--- src/rtl/relu_wb_sched.sv ---
// Output-stage scheduler: round-robin psum arbitration, ReLU/shift/saturate, pack and buffer write.
// Optional RELU_WB_STATS_EN adds zero_cnt/sat_cnt activation statistics outputs.
//
// state | meaning
// IDLE  | waiting for start
// RUN   | arbitrating psums and issuing buffer writes
// DONE  | one-cycle job-complete pulse
module relu_wb_sched #(
  parameter int N_REQ         = 4,
  parameter int DATA_BITWIDTH = 8,
  parameter int SHIFT         = 6,
  parameter int PACK          = 4,
  parameter int ADDR_W        = 10
) (
  input  logic                            clk,
  input  logic                            rst_n,
  input  logic                            start,
  input  logic [ADDR_W-1:0]               num_words,
  input  logic [ADDR_W-1:0]               base_addr,
  input  logic [N_REQ-1:0]                psum_valid,
  input  logic [N_REQ*32-1:0]             psum_data,
  output logic [N_REQ-1:0]                psum_ready,
  output logic                            wr_en,
  output logic [ADDR_W-1:0]               wr_addr,
  output logic [PACK*DATA_BITWIDTH-1:0]   wr_data,
  output logic                            busy,
  output logic                            done
`ifdef RELU_WB_STATS_EN
  ,
  output logic [15:0]                     zero_cnt,
  output logic [15:0]                     sat_cnt
`endif
);

  localparam int PTR_W = (N_REQ > 1) ? $clog2(N_REQ) : 1;
  localparam int BC_W  = (PACK > 1) ? $clog2(PACK) : 1;
  localparam int PW    = PACK * DATA_BITWIDTH;
  localparam logic [31:0] ACT_MAX = (32'd1 << DATA_BITWIDTH) - 32'd1;

  typedef enum logic [1:0] {S_IDLE, S_RUN, S_DONE} state_t;

  state_t            state_q, state_d;
  logic [PTR_W-1:0]  ptr_q, ptr_d;
  logic [BC_W-1:0]   byte_cnt_q, byte_cnt_d;
  logic [ADDR_W-1:0] word_cnt_q, word_cnt_d;
  logic [ADDR_W-1:0] num_words_q, num_words_d;
  logic [ADDR_W-1:0] base_q, base_d;
  logic [PW-1:0]     pack_q, pack_d;
  logic              last_acc_q, last_acc_d;
  logic              wr_en_q, wr_en_d;
  logic [ADDR_W-1:0] wr_addr_q, wr_addr_d;
  logic [PW-1:0]     wr_data_q, wr_data_d;
  logic [15:0]       zero_cnt_q, zero_cnt_d;
  logic [15:0]       sat_cnt_q, sat_cnt_d;

  logic                     gnt_vld;
  logic [PTR_W-1:0]         gnt_idx;
  logic                     xfer;
  logic [31:0]              d_sel;
  logic [31:0]              d_shr;
  logic [DATA_BITWIDTH-1:0] act;
  logic                     act_neg;
  logic                     act_sat;
  logic [PW-1:0]            pack_next;
  int                       idx;

  // Round-robin search starting at the pointer; arbitration stops once the final byte is in.
  always_comb begin
    gnt_vld    = 1'b0;
    gnt_idx    = '0;
    idx        = 0;
    psum_ready = '0;
    for (int k = 0; k < N_REQ; k++) begin
      idx = int'(ptr_q) + k;
      if (idx >= N_REQ) idx = idx - N_REQ;
      if (!gnt_vld && psum_valid[idx]) begin
        gnt_vld = 1'b1;
        gnt_idx = PTR_W'(idx);
      end
    end
    xfer = (state_q == S_RUN) && !last_acc_q && gnt_vld;
    if (xfer) psum_ready[gnt_idx] = 1'b1;
  end

  always_comb begin
    d_sel   = psum_data[int'(gnt_idx)*32 +: 32];
    d_shr   = d_sel >> SHIFT;
    act     = '0;
    act_neg = 1'b0;
    act_sat = 1'b0;
    if (d_sel[31]) begin
      act_neg = 1'b1;
    end else if (d_shr > ACT_MAX) begin
      act     = '1;
      act_sat = 1'b1;
    end else begin
      act = d_shr[DATA_BITWIDTH-1:0];
    end
    pack_next = pack_q;
    pack_next[int'(byte_cnt_q)*DATA_BITWIDTH +: DATA_BITWIDTH] = act;
  end

  always_comb begin
    state_d     = state_q;
    ptr_d       = ptr_q;
    byte_cnt_d  = byte_cnt_q;
    word_cnt_d  = word_cnt_q;
    num_words_d = num_words_q;
    base_d      = base_q;
    pack_d      = pack_q;
    last_acc_d  = last_acc_q;
    wr_en_d     = 1'b0;
    wr_addr_d   = wr_addr_q;
    wr_data_d   = wr_data_q;
    zero_cnt_d  = zero_cnt_q;
    sat_cnt_d   = sat_cnt_q;
    case (state_q)
      S_IDLE: begin
        if (start) begin
          num_words_d = num_words;
          base_d      = base_addr;
          ptr_d       = '0;
          byte_cnt_d  = '0;
          word_cnt_d  = '0;
          pack_d      = '0;
          last_acc_d  = 1'b0;
          zero_cnt_d  = '0;
          sat_cnt_d   = '0;
          state_d     = (num_words != '0) ? S_RUN : S_DONE;
        end
      end
      S_RUN: begin
        if (xfer) begin
          pack_d = pack_next;
          ptr_d  = (int'(gnt_idx) == N_REQ - 1) ? '0 : gnt_idx + 1'b1;
          if (act_neg && zero_cnt_q != 16'hFFFF) zero_cnt_d = zero_cnt_q + 16'd1;
          if (act_sat && sat_cnt_q != 16'hFFFF) sat_cnt_d = sat_cnt_q + 16'd1;
          if (byte_cnt_q == BC_W'(PACK - 1)) begin
            byte_cnt_d = '0;
            wr_en_d    = 1'b1;
            wr_addr_d  = base_q + word_cnt_q;
            wr_data_d  = pack_next;
            word_cnt_d = word_cnt_q + 1'b1;
            if (word_cnt_q == num_words_q - 1'b1) last_acc_d = 1'b1;
          end else begin
            byte_cnt_d = byte_cnt_q + 1'b1;
          end
        end
        if (wr_en_q && last_acc_q) state_d = S_DONE;
      end
      S_DONE: begin
        last_acc_d = 1'b0;
        state_d    = S_IDLE;
      end
      default: state_d = S_IDLE;
    endcase
  end

  always_ff @(posedge clk or negedge rst_n) begin
    if (!rst_n) begin
      state_q     <= S_IDLE;
      ptr_q       <= '0;
      byte_cnt_q  <= '0;
      word_cnt_q  <= '0;
      num_words_q <= '0;
      base_q      <= '0;
      pack_q      <= '0;
      last_acc_q  <= 1'b0;
      wr_en_q     <= 1'b0;
      wr_addr_q   <= '0;
      wr_data_q   <= '0;
      zero_cnt_q  <= '0;
      sat_cnt_q   <= '0;
    end else begin
      state_q     <= state_d;
      ptr_q       <= ptr_d;
      byte_cnt_q  <= byte_cnt_d;
      word_cnt_q  <= word_cnt_d;
      num_words_q <= num_words_d;
      base_q      <= base_d;
      pack_q      <= pack_d;
      last_acc_q  <= last_acc_d;
      wr_en_q     <= wr_en_d;
      wr_addr_q   <= wr_addr_d;
      wr_data_q   <= wr_data_d;
      zero_cnt_q  <= zero_cnt_d;
      sat_cnt_q   <= sat_cnt_d;
    end
  end

  assign wr_en   = wr_en_q;
  assign wr_addr = wr_addr_q;
  assign wr_data = wr_data_q;
  assign busy    = (state_q == S_RUN);
  assign done    = (state_q == S_DONE);

`ifdef RELU_WB_STATS_EN
  assign zero_cnt = zero_cnt_q;
  assign sat_cnt  = sat_cnt_q;
`else
  logic unused_stats;
  assign unused_stats = ^{zero_cnt_q, sat_cnt_q};
`endif

endmodule

--- config.mk ---
export PLATFORM = sky130hd
export DESIGN_NAME = relu_wb_sched
export DESIGN_NICKNAME = d
export VERILOG_FILES = /design/src/rtl/relu_wb_sched.sv
export SDC_FILE = /design/constraint.sdc
export NUM_CORES = 1
export LEC_CHECK = 0
export CELL_PAD_IN_SITES_DETAIL_PLACEMENT = 2
export CELL_PAD_IN_SITES_GLOBAL_PLACEMENT = 2
export CORE_UTILIZATION = 30
export DETAILED_ROUTE_END_ITERATION = 7
export PLACE_DENSITY_LB_ADDON = 0.1
export SYNTH_ARGS = -nofsm -noshare
export SYNTH_HDL_FRONTEND = slang
export SYNTH_SLANG_ARGS = --single-unit
--- constraint.sdc ---
create_clock -name clk -period 3.95 [get_ports clk]
set_input_delay 0.79 -clock clk [delete_from_list [all_inputs] [get_ports clk]]
set_output_delay 0.79 -clock clk [all_outputs]
set_load 0.02 [all_outputs]
==> results.md, run 1 <==
- Status: finished clean
- Antenna violations before repair: 0
- Number of synthesis warnings: 0
- Ranking of synthesized cells by instance count: 112 x dfrtp_1, 80 x nand2_1, 44 x a21oi_1
- Worst Setup Slack post-DPL: roughly 120 ps
- Critical path cell sequence: clkdlybuf4s50_1 > nor2b_1 > a221o_1 > and2_1 > inv_1 > ha_1 > and2_1 > clkdlybuf4s50_1
- CTS clock-pin slew for the worst setup and hold paths: about 70 ps
- Startpoint of the worst register-to-register path: ptr_q[1]
- Worst hold path type: register to register
- Global routing met2 resource utilization: about a third
- Launch point of the worst hold path: base_q[6]
- Initial drt markers: 173
- Syn avg cell area: 9.60 um2
- Number of cells traversed by the worst register-to-register path: 7
- Leading area contributor after synthesis: dfrtp_1
- Number of nets produced by synthesis: 832
- Global router's overall resource usage: 20.9%
- Netlist area before placement: 6290 um2
- Relative slew slack: 40.5%
- Pin count of the biggest net entering global routing: 70
- Part of the power in registers: between 30% and 40%
- Top FF cell, synth: dfrtp_1
- Routed via count: 5793
- Top achievable clock speed: 0.260 GHz
- Cell with the most instances after synthesis: dfrtp_1
- Max-cap viol count: 0
- Count of state elements after synthesis: 112
- Overall power: ~5.6 mW
- Wire length of the first global-routing pass: 35300 um
- Cell area reported after detailed placement: approximately 8400 um2
- Average wire length per cell after detail routing: 19.9 um
- Max Slew Vio Count: 0
- Layout cell share with drive strength beyond 1: 6.76%
- Grt peak-use layer: met2
- End-of-flow core utilization: a little over two fifths
- Horiz. Die Dim: 147 um
- Switching power summed over all nets: 2.31 mW
- Post-Place Cells: 1085
- Post-synth EDFFs: 0
- Classification of the worst setup path: input pin to output pin
- Setup-violating endpoint count in the final report: 0
- First drt pass iteration count: 4
- Final critical-path required period: between 3000 and 4000 ps
- Number of distinct standard cells referenced by the synthesized netlist: 60
- Crit start category: input pin
- Setup Total Neg Slack: 0 ps
- Chip height: ~150 um
- Area growth from synthesis to layout: 38.1%
- Post-CTS Hold Fix Bufs: 0
- Leakage: 3.69 nW
- Maximum clock insertion buffer count: 2
- Largest fanout on the critical path: 6
- Grt total ovfl: 0
- Crit path required time: 3160 ps
- Maximum resistive drop on vdd: 0.000231 V
- Fill cell count: around 2100
- Number of DRC violations after detailed routing: 0
- Met3 track demand over resource in global routing: about 4.7%
- Final hold violations: 0
- RePlAce Congestion: roughly 0.78
- Count of standard-cell rows: 52
- Setup ws final: 109 ps
- Sink Count: ~110
- Hold Worst Slack: 489 ps
- Global routing usage on met1: a little over a quarter
- Post-layout instance area: 8690 um2
- Number of setup buffers added after CTS: 0
- Number of cells in the finished layout apart from fillers: 1099
- Async set or reset register ratio after synthesis: 100%
- Via density per instance: 5.27
- Number of nets at the end of the flow: 1003
- Initial Util: 30.9%
- Antenna viol nets, final: 0
- Internal power: 3.31 mW
- Layout Skew: 7.50 ps
- Reg2reg end: wr_data[28]
- Number of global-route vias before repair: between 6000 and 7000
- Area of the core region: 20400 um2
- TritonCTS clock tree: yes
- RSZ-0062 raised after global routing: false
- Proportion of netlist area held by the largest area contributor: about 45%
- Post_cts resized: 0
- Share of power burned in combinational logic: 49.0%
- Worst-skew pair later-pin latency: 350 ps
- Post-Route WL: 21900 um
- H-Tree Level Count: 3
- Proportion of total power due to net switching: 41.2%
- Num CTS Buffers: 9
- Critical Path Max Stage Delay: 630 ps
- Hold Crit Endpoint: base_q[6]
- Share of the yosys chip area belonging to registers: 44.6%
- Crit path capture type: output pin
- Clock power share: 16.4%
- Actual slew at the worst max-slew pin: 893 ps
- Leading post-synthesis cells by cell area: dfrtp_1 45%, nand2_1 4.8%, a22o_1 4.6%
- Signal arrival time at the worst endpoint: 3050 ps
- Count of antenna diodes in the layout: 0
- CTS Root Cell: clkbuf_16
- Die Outline Area: 21500 um2
- Post-detailed-placement half-perimeter wirelength: 17200 um
- Setup slack of the most critical reg-to-reg path: about 1300 ps
- Post-Synthesis Cells: 655
- Slowest cell on the critical path: clkdlybuf4s50_1
- Final Cycle Share: a little over nine tenths
- Instance count along the most critical hold path: 2
- Number of placed I/O pins: 204
- Power Dens Cells: about 650 nW/um2
- Count of input and output buffers: 179
-- cells by family (layout without fill, tap and decap cells) --
logic type	after synthesis	count (layout)	share of synthesized area, %
xor gates and xnor gates	26	26	3.62
buffers and inverters	64	238	4.18
DFF	112	112	44.6
and+or+nand+nor	221	221	18.6
adders and majority gates	22	22	4.50
AOI/OAI and AO/OA	189	189	20.9
muxes	21	21	3.64
-- layer usage --
layer  wire length [um]  vias up
met5                  0        -
met2              10500      172
met4                206        0
met3               1320       17
li1                   -     2729
met1               9860     2875
-- placed cells by master (no fill, tap or decap), types with 5 or more instances in the layout --
master           synthesis  routed
a2111oi_0                7       7
a2111oi_2                6       6
a21oi_1                 44      44
a22o_1                  33      33
a31oi_1                 18      18
and2_1                   6       6
and3_1                   7       7
buf_4                    0      13
clkbuf_16                0       9
clkdlybuf4s50_1          0     178
dfrtp_1                112     112
ha_1                    21      21
inv_1                   28      28
mux2_2                   6       6
mux2i_1                 12      12
nand2_1                 80      80
nand3_1                 13      13
nand4_1                  7       7
nor2_1                  29      29
nor2b_1                  6       6
nor3_1                   9       9
nor3b_1                 34      34
nor4_1                  15      15
o21ai_0                  5       5
o21ai_1                 40      40
xnor2_1                 13      13
xor2_1                  13      13
-- critical path: cells and delay by family --
kind	cells	cell delay (ps)
adder cells (fa/ha/maj)	1	160
AND/OR/NAND/NOR	3	540
AO/OA/AOI/OAI	1	330
buffers and inverters	3	1220
-- power groups by stage --
stage	registers, mW	clock network, mW	logic (mW)
final	1.94	0.921	2.76
after global routing	2.00	0.994	3.02
after CTS	1.95	0.945	2.79
after detailed placement	1.97	0	2.78
after global placement	1.93	0	2.65
after floorplan	2.04	0	1.54
-- layout make-up --
type / count / area, um2 / share of cell area [%]
Multi-Input combinational cell: 479 / 3220 / 37.1
Sequential cell: 112 / 2800 / 32.3
Timing Repair Buffer: 193 / 1920 / 22.1
Tap cell: 270 / 338 / 3.89
Clock buffer: 11 / 243 / 2.79
Inverter: 31 / 116 / 1.34
Clock inverter: 3 / 43.8 / 0.504
-- registers in the layout, indices dropped and copies added (netlist names) --
| signal | flops |
|---|---|
| num_words_q | 10 |
| last_acc_q | 1 |
| word_cnt_q | 10 |
| wr_en | 1 |
| wr_addr | 10 |
| byte_cnt_q | 2 |
| base_q | 10 |
| state_q | 2 |
| wr_data | 32 |
| pack_q | 32 |
| ptr_q | 2 |
-- worst max-delay path by stage --
stage,from,end,cells past startpoint
3_3_place_gp,psum_valid[2],psum_ready[0],8
5_1_grt,psum_valid[2],psum_ready[0],8
2_1_floorplan,psum_valid[2],psum_ready[1],8
3_5_place_dp,psum_valid[2],psum_ready[0],8
4_1_cts,psum_valid[2],psum_ready[0],8
6_report,psum_valid[2],psum_ready[0],8
Note: power is estimated with default switching activity, not from simulation.
==> run 2: changes to the inputs <==
GPL_ROUTABILITY_DRIVEN = 0   (was unset)
==> results of run 2 <==
Same layout as run 1: the final DEF is identical, and so are final timing and power.
==> run 3: changes to the inputs <==
CTS_CLUSTER_SIZE = 10   (was unset)
SKIP_CTS_REPAIR_TIMING = 1   (was unset)
==> results of run 3 <==
Same layout as run 1: the final DEF is identical, and so are final timing and power.
